--- src/rtl/edge_detect_delayed.sv ---
// edge_detect_delayed
// Multi-channel edge detector with a fixed-latency pulse delay line.
// Each channel is edge-detected (rise, fall or both, chosen by mode_i) and
// every detected edge produces a one-cycle pulse on y_o exactly DELAY cycles
// later. any_o is the OR of y_o, aligned with it.
// Optional feature macro: EDGE_DET_CNT_EN builds a saturating event counter
// (count_o) with synchronous clear (clr_i). Without it count_o is tied to 0
// and clr_i is ignored.
// Reset is synchronous and active-high.
// There is no handshake: x_i is sampled every cycle, and y_o/any_o/count_o
// are valid every cycle after the first reset edge.

module edge_detect_delayed #(
    parameter int WIDTH = 4,
    parameter int DELAY = 2,
    parameter int CNT_W = 8
) (
    input  logic             clk,
    input  logic             rst,
    input  logic [WIDTH-1:0] x_i,
    input  logic [1:0]       mode_i,
    input  logic             clr_i,
    output logic [WIDTH-1:0] y_o,
    output logic             any_o,
    output logic [CNT_W-1:0] count_o
);

    logic [WIDTH-1:0] x_q;
    logic             prime_q;
    logic [WIDTH-1:0] rise;
    logic [WIDTH-1:0] fall;
    logic [WIDTH-1:0] det;
    logic [WIDTH-1:0] stage_q [DELAY];

    // Input history; prime_q blocks detection on the first post-reset sample.
    always_ff @(posedge clk) begin
        if (rst) begin
            x_q     <= '0;
            prime_q <= 1'b0;
        end else begin
            x_q     <= x_i;
            prime_q <= 1'b1;
        end
    end

    // Edge detection; mode is applied here only, never to queued pulses.
    always_comb begin
        rise = x_i & ~x_q;
        fall = ~x_i & x_q;
        det  = {WIDTH{prime_q}} &
               (({WIDTH{mode_i[0]}} & rise) | ({WIDTH{mode_i[1]}} & fall));
    end

    // DELAY-stage shift register; events are carried one per stage, never merged.
    always_ff @(posedge clk) begin
        if (rst) begin
            for (int s = 0; s < DELAY; s++) stage_q[s] <= '0;
        end else begin
            stage_q[0] <= det;
            for (int s = 1; s < DELAY; s++) stage_q[s] <= stage_q[s-1];
        end
    end

    assign y_o = stage_q[DELAY-1];

    generate
        if (DELAY == 1) begin : g_any_comb
            assign any_o = |stage_q[0];
        end else begin : g_any_reg
            logic any_q;
            // Registered OR taken one stage early so it lines up with y_o.
            always_ff @(posedge clk) begin
                if (rst) any_q <= 1'b0;
                else     any_q <= |stage_q[DELAY-2];
            end
            assign any_o = any_q;
        end
    endgenerate

`ifdef EDGE_DET_CNT_EN
    localparam int PW = $clog2(WIDTH + 1);
    localparam int SW = ((CNT_W > PW) ? CNT_W : PW) + 1;
    localparam logic [SW-1:0] SAT = (SW'(1) << CNT_W) - SW'(1);

    logic [CNT_W-1:0] cnt_q;
    logic [PW-1:0]    pop;
    logic [SW-1:0]    sum;

    // Popcount of the output pulses and the widened (non-wrapping) sum.
    always_comb begin
        pop = '0;
        for (int k = 0; k < WIDTH; k++) pop = pop + PW'(y_o[k]);
        sum = SW'(cnt_q) + SW'(pop);
    end

    // Saturating event counter; clear wins over same-cycle pulses.
    always_ff @(posedge clk) begin
        if (rst || clr_i)  cnt_q <= '0;
        else if (sum > SAT) cnt_q <= SAT[CNT_W-1:0];
        else                cnt_q <= sum[CNT_W-1:0];
    end

    assign count_o = cnt_q;
`else
    logic unused_clr;
    assign unused_clr = clr_i;
    assign count_o    = '0;
`endif

endmodule

--- config.mk ---
export PLATFORM = sky130hd
export DESIGN_NAME = edge_detect_delayed
export DESIGN_NICKNAME = d
export VERILOG_FILES = /design/src/rtl/edge_detect_delayed.sv
export SDC_FILE = /design/constraint.sdc
export NUM_CORES = 1
export LEC_CHECK = 0
export CORE_MARGIN = 2
export CORE_UTILIZATION = 32
export DETAILED_ROUTE_END_ITERATION = 8
export PLACE_DENSITY = 0.58
export SLEW_MARGIN = 20
export SYNTH_ARGS = -nofsm -noshare
export SYNTH_HDL_FRONTEND = slang
export SYNTH_SLANG_ARGS = --single-unit
--- constraint.sdc ---
create_clock -name clk -period 1.4 [get_ports clk]
set_input_delay 0.42 -clock clk [delete_from_list [all_inputs] [get_ports clk]]
set_output_delay 0.42 -clock clk [all_outputs]
set_load 0.1 [all_outputs]
Word level (Yosys, flattened, before mapping):

Memories as Yosys holds them, arrays and structs flattened.
Cells that the tools add are included.

* bitwise gates (word level): 10
* muxes and demuxes: 5
* reductions and logical operators: 1

Operators with widths (count)
* 4-bit AND: 5
* 4-bit two-way mux: 2
* 4-bit NOT: 2
* 4-bit bitwise OR: 1
* 4-bit OR reduction: 1
* 1-bit two-way mux: 3
* 1-bit bitwise OR: 2

* output and inout port bits: 13
* bits of input ports: 9
* memories: 1
* flip-flop bits (word level): 6
* RAM bits: 8
* word-level logic and storage cells: 20

Memories
* stage_q: depth 2, bits a word 4, read ports 2, clocked after Yosys merged registers in 0, wr ports 2, line 33 `logic [WIDTH-1:0] stage_q [DELAY];`

Depth between registers and ports, before layout:

Gate-level depths: netlist of the first run.

* depth in word-level cells: 6
* depth in mapped cells: 2
* depth with buffers taken out: 2

Worst setup path before layout of the first run:

OpenSTA, ideal clock, no wires.

* kind: reg-to-output
* start point: reg g_any_reg.any_q (netlist: any_o)
* end point: out any_o
* slack: 0.071 ns
* arrival: 0.909 ns
* path buffers: 0
* stages on the path, launching flop included: 1
* data required time: 0.980 ns
* cell sequence: dfxtp_1

RTL lines
* start: declaration: line 70 `logic any_q;`
* start signal: assignment: line 74 `else any_q <= |stage_q[DELAY-2];`
* end: declaration: line 24 `output logic any_o,`

No word-level cell between the ends.

Final worst setup path of the first run:

* start point: reg g_any_reg.any_q (netlist: any_o)
* end point: out any_o

No word-level cell between the ends.

==> out/metrics.sh, run 1 <==
STATUS='finished, final reports clean'
SEQ_TOTAL_AREA_YOSYS_PCT=50.8
SYN_AREA_CELL_UM2=10.6
CTS_BUFFER_DEPTH=2
TIMING.FINAL.CRIT_SHARE_PCT=89.1
PIN_COUNT_OF_THE_BIGGEST_NET_ENTERING_GLOBAL_ROUTING=9
SYNTHDISTINCTLIBCELLS=12
TIMING.RR.START='stage_q[0][1]'
CTS_NUM_SINKS=14
WORST_EP_REQUIRED_TIME_NS=0.98
CAP_VIOLATIONS=0
BOUNDARYPINS=22
POSTLAYOUTCOREUTIL_PCT=43.1
BUFFER_PORTS.INSERTED=12
PLACE.GP.CONGESTION=0.641
GRT.OVERFLOW.TOTAL=0
SETUP.WORST_PATH.START='any_o'
TIMING.CRITICAL_PATH.SLOWEST_CELL_DELAY_NS=0.37
POST_CTS.RESIZED_INSTANCES=0
CRIT_PATH_END_KIND='output pin'
CTS_MAX_LEVEL=1
DIEWIDTH_UM=45.5
POSTROUTEANTENNANETS=0
INITIAL_CORE_UTIL_PCT=33.0
FIRSTDRTPASSITERS=1
GRT_ANTENNA_BEFORE_REPAIR=0
POWER.IR.VDD_WORST_uV=567
CRIT_FANOUT=1
FLOORPLAN.DIE.HEIGHT_UM=45.5
FIRST_GLOBAL_VIAS=314
TIMING.CRITICAL_PATH.ARRIVAL_NS=0.83
TIMING.FINAL.SETUP_VIOLATIONS=0
CRIT_CHAIN='buf_12'
NUMPLACEDINSTANCES=77
CRITICAL_PATH.TOP_DELAY_FAMILY='flip-flops'
DIE_AREA_MM2=0.00207
HP-START='stage_q[0][3]'
CLKSLEWWORSTSETUPHOLDPATHS_NS=0.08
DRIVE_ABOVE_1_SHARE_PCT=21.9
FIN_CRIT_NS=1.25
CTS.HOLD.BUFFERS_ADDED=0
SETUP_TNS_NS=0
CRITICALPATHCATEGORY='register to output pin'
CTS_TREE='done'
ROUTED_WL_UM=671
INSERTEDDIODECOUNT=0
POST_DR_VIAS_CELL=4.15
SLEW_VIOLATIONS=0
MASTER_CELL_OF_THE_CLOCK_ROOT_BUFFER='clkbuf_4'
GRT_USE_TOTAL_PCT=9.17
MAX_FREQ_GHz=0.802
CLK_LATENCY_NS=0.28
CTS-BUFFERS-INSERTED=3
POST_CTS_BUFFERS=0
SYNTH_CELLS=52
YS.WARNINGS.COUNT=0
FILLERINSTANCES=166
TOTAL_BUFFERS_AND_INVERTERS_TRAVERSED_BY_THE_CRITICAL_PATH=1
POWER.STATIC_LEAKAGE_nW=0.292
NETS=74
WORST_MIN_DELAY_PATH_CATEGORY='register to register'
CELLPOWERDENSITY_mW_PER_MM2=1250
POST-ROUTE-WORST-SETUP-SLACK_NS=0.153
FLOORPLAN.ROWS=15
TIMING.CRITICAL_PATH.SLOWEST_STAGE_CELL='dfxtp_1'
GRT_SETUP_UNREPAIRED='false'
HOLD-WORST-SLACK_NS=0.466
NETLIST_AREA_UM2=552
POST-ROUTE-DRC-COUNT=0
CORE_AREA_MM2=0.00167
FINAL_HOLD_VIOL_COUNT=0
SYNTH-SEQ-CELLS=14
STDCELL_COUNT=81
TIMING.CRITICAL_PATH.FROM_TYPE='register'
LAYOUT-AREA-OVERHEAD-VS-SYNTH_PCT=30.4
DP_WORST_SETUP_SLACK_NS=0.118
ROUTE.VIAS.TOTAL=336
WIRE_LENGTH_OF_THE_FIRST_GLOBAL_ROUTING_PASS_UM=1260
DETAILEDROUTE.FIRSTITERATIONVIOLATIONS=0
POST_DRT_WL_PER_CELL_UM=8.28
FIN_WORST_SKEW_NS=0.00620
-- kinds of logic (layout without fill, tap and decap cells) --
logic type	count (synthesis)	count (layout)	share of synthesized area, %
other cells	1	8	0.680
simple gates	19	19	25.8
flops	14	14	50.8
compound gates	4	4	3.63
buf+inv	14	19	19.0
-- metal layers --
layer	part of all wire, %	GRT usage (%)	vias up
met2	56	15.8	19
met1	33	7.82	143
met3	11	7.14	0
met4	0	3.53	0
met5	0	0	-
li1	-	-	174
-- Yosys cell counts (all sizes together) --
master	instances	area share, %
dfxtp	14	51
buf	13	18
nand3b	8	11
nor2b	8	9.5
a21oi	4	3.6
conb	1	0.68
inv	1	0.68
nand2b	1	2.5
nor2	1	0.68
nor4	1	2.3
-- layout by cell type (no fill, tap or decap), drive strengths merged --
| cell | n |
|---|---|
| nand3b | 8 |
| nor2b | 8 |
| a21oi | 4 |
| conb | 8 |
| nor2 | 1 |
| clkdlybuf4s50 | 7 |
| buf | 7 |
| inv | 1 |
| dfxtp | 14 |
| clkbuf | 4 |
| nor4 | 1 |
| nand2b | 1 |
-- final cells by class --
cell class / instances / area [um2] / share of cell area [%]
clock buffer: 4 / 36.3 / 5.04
multi-input combinational: 31 / 193 / 26.8
tap: 17 / 21.3 / 2.96
timing repair buffer: 14 / 185 / 25.7
inverter: 1 / 3.75 / 0.522
sequential: 14 / 280 / 39.0
-- where the power goes --
part	switching, mW	internal [mW]	leakage, nW
logic	0.142	0.0516	0.156
registers	0.00862	0.413	0.115
clock network	0.123	0.158	0.0210
total	0.274	0.623	0.292
-- stage by stage --
stage          total power, mW  area, um2
3_5_place_dp             0.626        683
3_3_place_gp             0.623        683
5_1_grt                  0.954        719
6_report                 0.896        719
4_1_cts                  0.912        719
2_1_floorplan            0.598        578
-- path summary, 6_finish.rpt --
kind / endpoint / slack [ns] / cells past startpoint
worst max-delay path: any_o / 0.15 / 1
worst min-delay path: stage_q[0][7] / 0.47 / 1
worst max register to register: any_o / 0.66 / 2
worst min register to register: stage_q[0][7] / 0.47 / 1
-- registers in the layout (all words and copies together) (netlist names) --
| signal | count |
|---|---|
| stage_q | 8 |
| x_q | 4 |
| any_o | 1 |
| prime_q | 1 |
Note: power is estimated with default switching activity, not from simulation.
==> inputs of run 2 (changes only) <==
- HOLD_SLACK_MARGIN: default -> 0.08
==> results of run 2 <==
No change in the layout: final DEF, timing and power equal those of run 1.
==> inputs of run 3 (changes only) <==
- CORE_ASPECT_RATIO: default -> 1.2
==> run 3 against run 2 <==
Against the previous run:
- sequential share of layout area rose by 0.69 points
- register-to-register slack about the same
- highest routed layer is now met4
- sequential power barely moved
- critical path depth is the same
- combinational power about the same
- largest cell class unchanged
- non-clock buffer count did not move
- final cell count unchanged
- fmax up 1.4%
- clock power is 24% lower
- utilization rose by 0.52 points
==> out/metrics.sh, run 3 (synthesized netlist as in run 1, its figures left out) <==
STATUS='finished, final reports clean'
POSTROUTEANTENNANETS=0  # unchanged
FIN_WORST_SKEW_NS=0.00308  # -0.00312 ns
INTPOWER_uW=564  # -9.4%
REG.LARGEST.LIST='stage_q x8, x_q x4'
FIRST_GLOBAL_VIAS=312  # -0.64%
NETS=74  # unchanged
POWER.SHARE.SWITCHING_PCT=31.9  # +1.4 points
TIMING.CRITICAL_PATH.SLOWEST_CELL_DELAY_NS=0.36  # about the same
TIMING.CRITICAL_PATH.FROM_TYPE='register'
DRIVE_ABOVE_1_SHARE_PCT=20.6  # -1.2 points
TIMING.REG2REG.SETUP_SLACK_NS=0.67  # about the same
GRT_USE_TOTAL_PCT=8.12  # -1.1 points
POST-ROUTE-DRC-COUNT=0  # unchanged
HOLD_PATH_END='stage_q[0][6]'
CAP_VIOLATIONS=0  # unchanged
NUMPLACEDINSTANCES=78  # +1.3%
POST-ROUTE-CELL-AREA_UM2=707  # -1.7%
FIRSTDRTPASSITERS=3  # +2
MAX_FREQ_GHz=0.813  # +1.4%
TIMING.FINAL.SETUP_VIOLATIONS=0  # unchanged
NET-SWITCHING-POWER_uW=265  # -3.3%
CELL_COUNT_OF_THE_WORST_HOLD_PATH=1  # unchanged
CTS_BUFFER_DEPTH=2  # unchanged
CELLPOWERDENSITY_mW_PER_MM2=1170  # -5.9%
MASTER_CELL_OF_THE_CLOCK_ROOT_BUFFER='clkbuf_4'
TOP_USAGE_LAYER='met2'
GLOBAL_ROUTE.USAGE.MET2_PCT=13.0  # -2.8 points
GRT.OVERFLOW.TOTAL=0  # unchanged
STDCELL_COUNT=81  # unchanged
HP-START='stage_q[0][2]'
MOSTFREQUENTLAYOUTCELL='dfxtp_1'
GROUTE.LAYER.MET3.USAGE_PCT=2.20  # -4.9 points
TIMING.CRITICAL_PATH.SLOWEST_STAGE_CELL='dfxtp_1'
PROPORTION_OF_POWER_DRAWN_BY_THE_CLOCK_NETWORK_PCT=25.7  # -5.7 points
CORE_AREA_MM2=0.00162  # -2.9%
CRIT_FANOUT=1  # unchanged
CTS.HOLD.BUFFERS_ADDED=0  # unchanged
PLACE.GP.CONGESTION=0.604  # -5.8%
PART_OF_THE_TOTAL_POWER_DISSIPATED_IN_COMBINATIONAL_LOGIC_PCT=23.4  # +1.8 points
LARGEST_REGISTER='stage_q'
CTS-BUFFERS-INSERTED=3  # unchanged
FILLERINSTANCES=163  # -1.8%
TOTAL_BUFFERS_AND_INVERTERS_TRAVERSED_BY_THE_CRITICAL_PATH=1  # unchanged
FLOORPLAN.ROWS=16  # +1
GRT_ANTENNA_BEFORE_REPAIR=0  # unchanged
POWER.IR.VDD_WORST_uV=495  # -13%
POWER.STATIC_LEAKAGE_nW=0.285  # -2.5%
POST_CTS_BUFFERS=0  # unchanged
WORST_R2R_PATH_DEPTH=2  # unchanged
CTS_NUM_SINKS=14  # unchanged
SEQPWRFRAC_PCT=50.9  # +3.9 points
FIN_CRIT_NS=1.23  # -0.0172 ns
ROUTED_WL_UM=694  # +3.4%
TIMING.CRITICAL_PATH.ARRIVAL_NS=0.81  # -0.02 ns
POST_CTS.RESIZED_INSTANCES=0  # unchanged
DPL_CELL_AREA_UM2=684  # +0.18%
DIEWIDTH_UM=41.9  # -8.0%
CRIT_PATH_END_KIND='output pin'
DP_HPWL_UM=548
SETUP_TNS_NS=0  # unchanged
CLK_LATENCY_NS=0.27  # about the same
INSERTEDDIODECOUNT=0  # unchanged
DIE_AREA_MM2=0.00207  # about the same
TIMING.FINAL.CRIT_SHARE_PCT=87.9  # -1.2 points
POST_DR_VIAS_CELL=4.16  # +0.30%
R2R_END='any_o'
WORST_EP_REQUIRED_TIME_NS=0.98  # about the same
DETAILEDROUTE.FIRSTITERATIONVIOLATIONS=2  # +2
GRT_SETUP_UNREPAIRED='false'
POST_DRT_WL_PER_CELL_UM=8.57  # +3.4%
PIN_COUNT_OF_THE_BIGGEST_NET_ENTERING_GLOBAL_ROUTING=8  # -1
FLOORPLAN.DIE.HEIGHT_UM=49.5  # +8.7%
SLEW_VIOLATIONS=0  # unchanged
CLKSLEWWORSTSETUPHOLDPATHS_NS=0.07  # about the same
WIRE_LENGTH_OF_THE_FIRST_GLOBAL_ROUTING_PASS_UM=1180  # -6.1%
LAYOUT_COMMON_CELLS='dfxtp_1, nand3b_1, conb_1, nor2b_1, clkdlybuf4s50_1'
GRTUSAGEMET1_PCT=7.50  # -0.32 points
CTS_MAX_LEVEL=1  # unchanged
TIMING.RR.START='stage_q[0][1]'
ROUTE.VIAS.TOTAL=337  # +0.30%
BOUNDARYPINS=22  # unchanged
WORST_MIN_DELAY_PATH_CATEGORY='register to register'
CRITICALPATHCATEGORY='register to output pin'
CTS_TREE='done'
CRIT_CHAIN='buf_12'
LARGEST_REG_FLOPS=8  # unchanged
FINAL_HOLD_VIOL_COUNT=0  # unchanged
LAYOUT-AREA-OVERHEAD-VS-SYNTH_PCT=28.1
INITIAL_CORE_UTIL_PCT=34.0  # +0.99 points
CRITICAL_PATH.TOP_DELAY_FAMILY='flip-flops'
BUFFER_PORTS.INSERTED=12  # unchanged
run 3: cell count changes in the layout (fill, tap and decap cells not counted):
| cell | change |
|---|---|
| clkbuf_8 | -1 |
run 3: how the worst max path moves through the flow:
stage,from,to,depth (start not counted)
finish,any_o,any_o,1
global route,stage_q[0][7],y_o[3],1
CTS,any_o,any_o,1
detailed placement,mode_i[0],stage_q[0][2],3
global placement,mode_i[0],stage_q[0][2],3
floorplan,any_o,any_o,0
run 3: stage by stage:
stage	hold WS (ns)	worst slack [ns]	util [%]	power, mW
after floorplan	0.444	0.0710	-	0.598
after global placement	0.455	0.153	42.2	0.623
after detailed placement	0.461	0.124	42.2	0.625
after CTS	0.473	0.149	43.6	0.845
after global routing	0.488	0.127	43.6	0.871
final	0.469	0.170	43.6	0.829
run 3: cell type report:
type	count	area (um2)	share of cell area, %
clock buffers	3	22.5	3.19
flip-flops and latches	14	280	39.6
repair buffers	14	185	26.2
well taps	18	22.5	3.19
inverters	1	3.75	0.531
multi-input cells	31	193	27.3
run 3: metal layers:
layer,vias up,share of wire [%]
met5,-,0
met4,0,1.4
met3,2,8.8
met2,16,54
met1,147,36
li1,172,-
run 3: power by group through the flow:
stage | sequential [mW] | combinational [mW] | clock (mW)
after floorplan | 0.441 | 0.157 | 0
after global placement | 0.431 | 0.192 | 0
after detailed placement | 0.431 | 0.194 | 0
after CTS | 0.422 | 0.194 | 0.229
after global routing | 0.424 | 0.201 | 0.246
final | 0.422 | 0.194 | 0.213
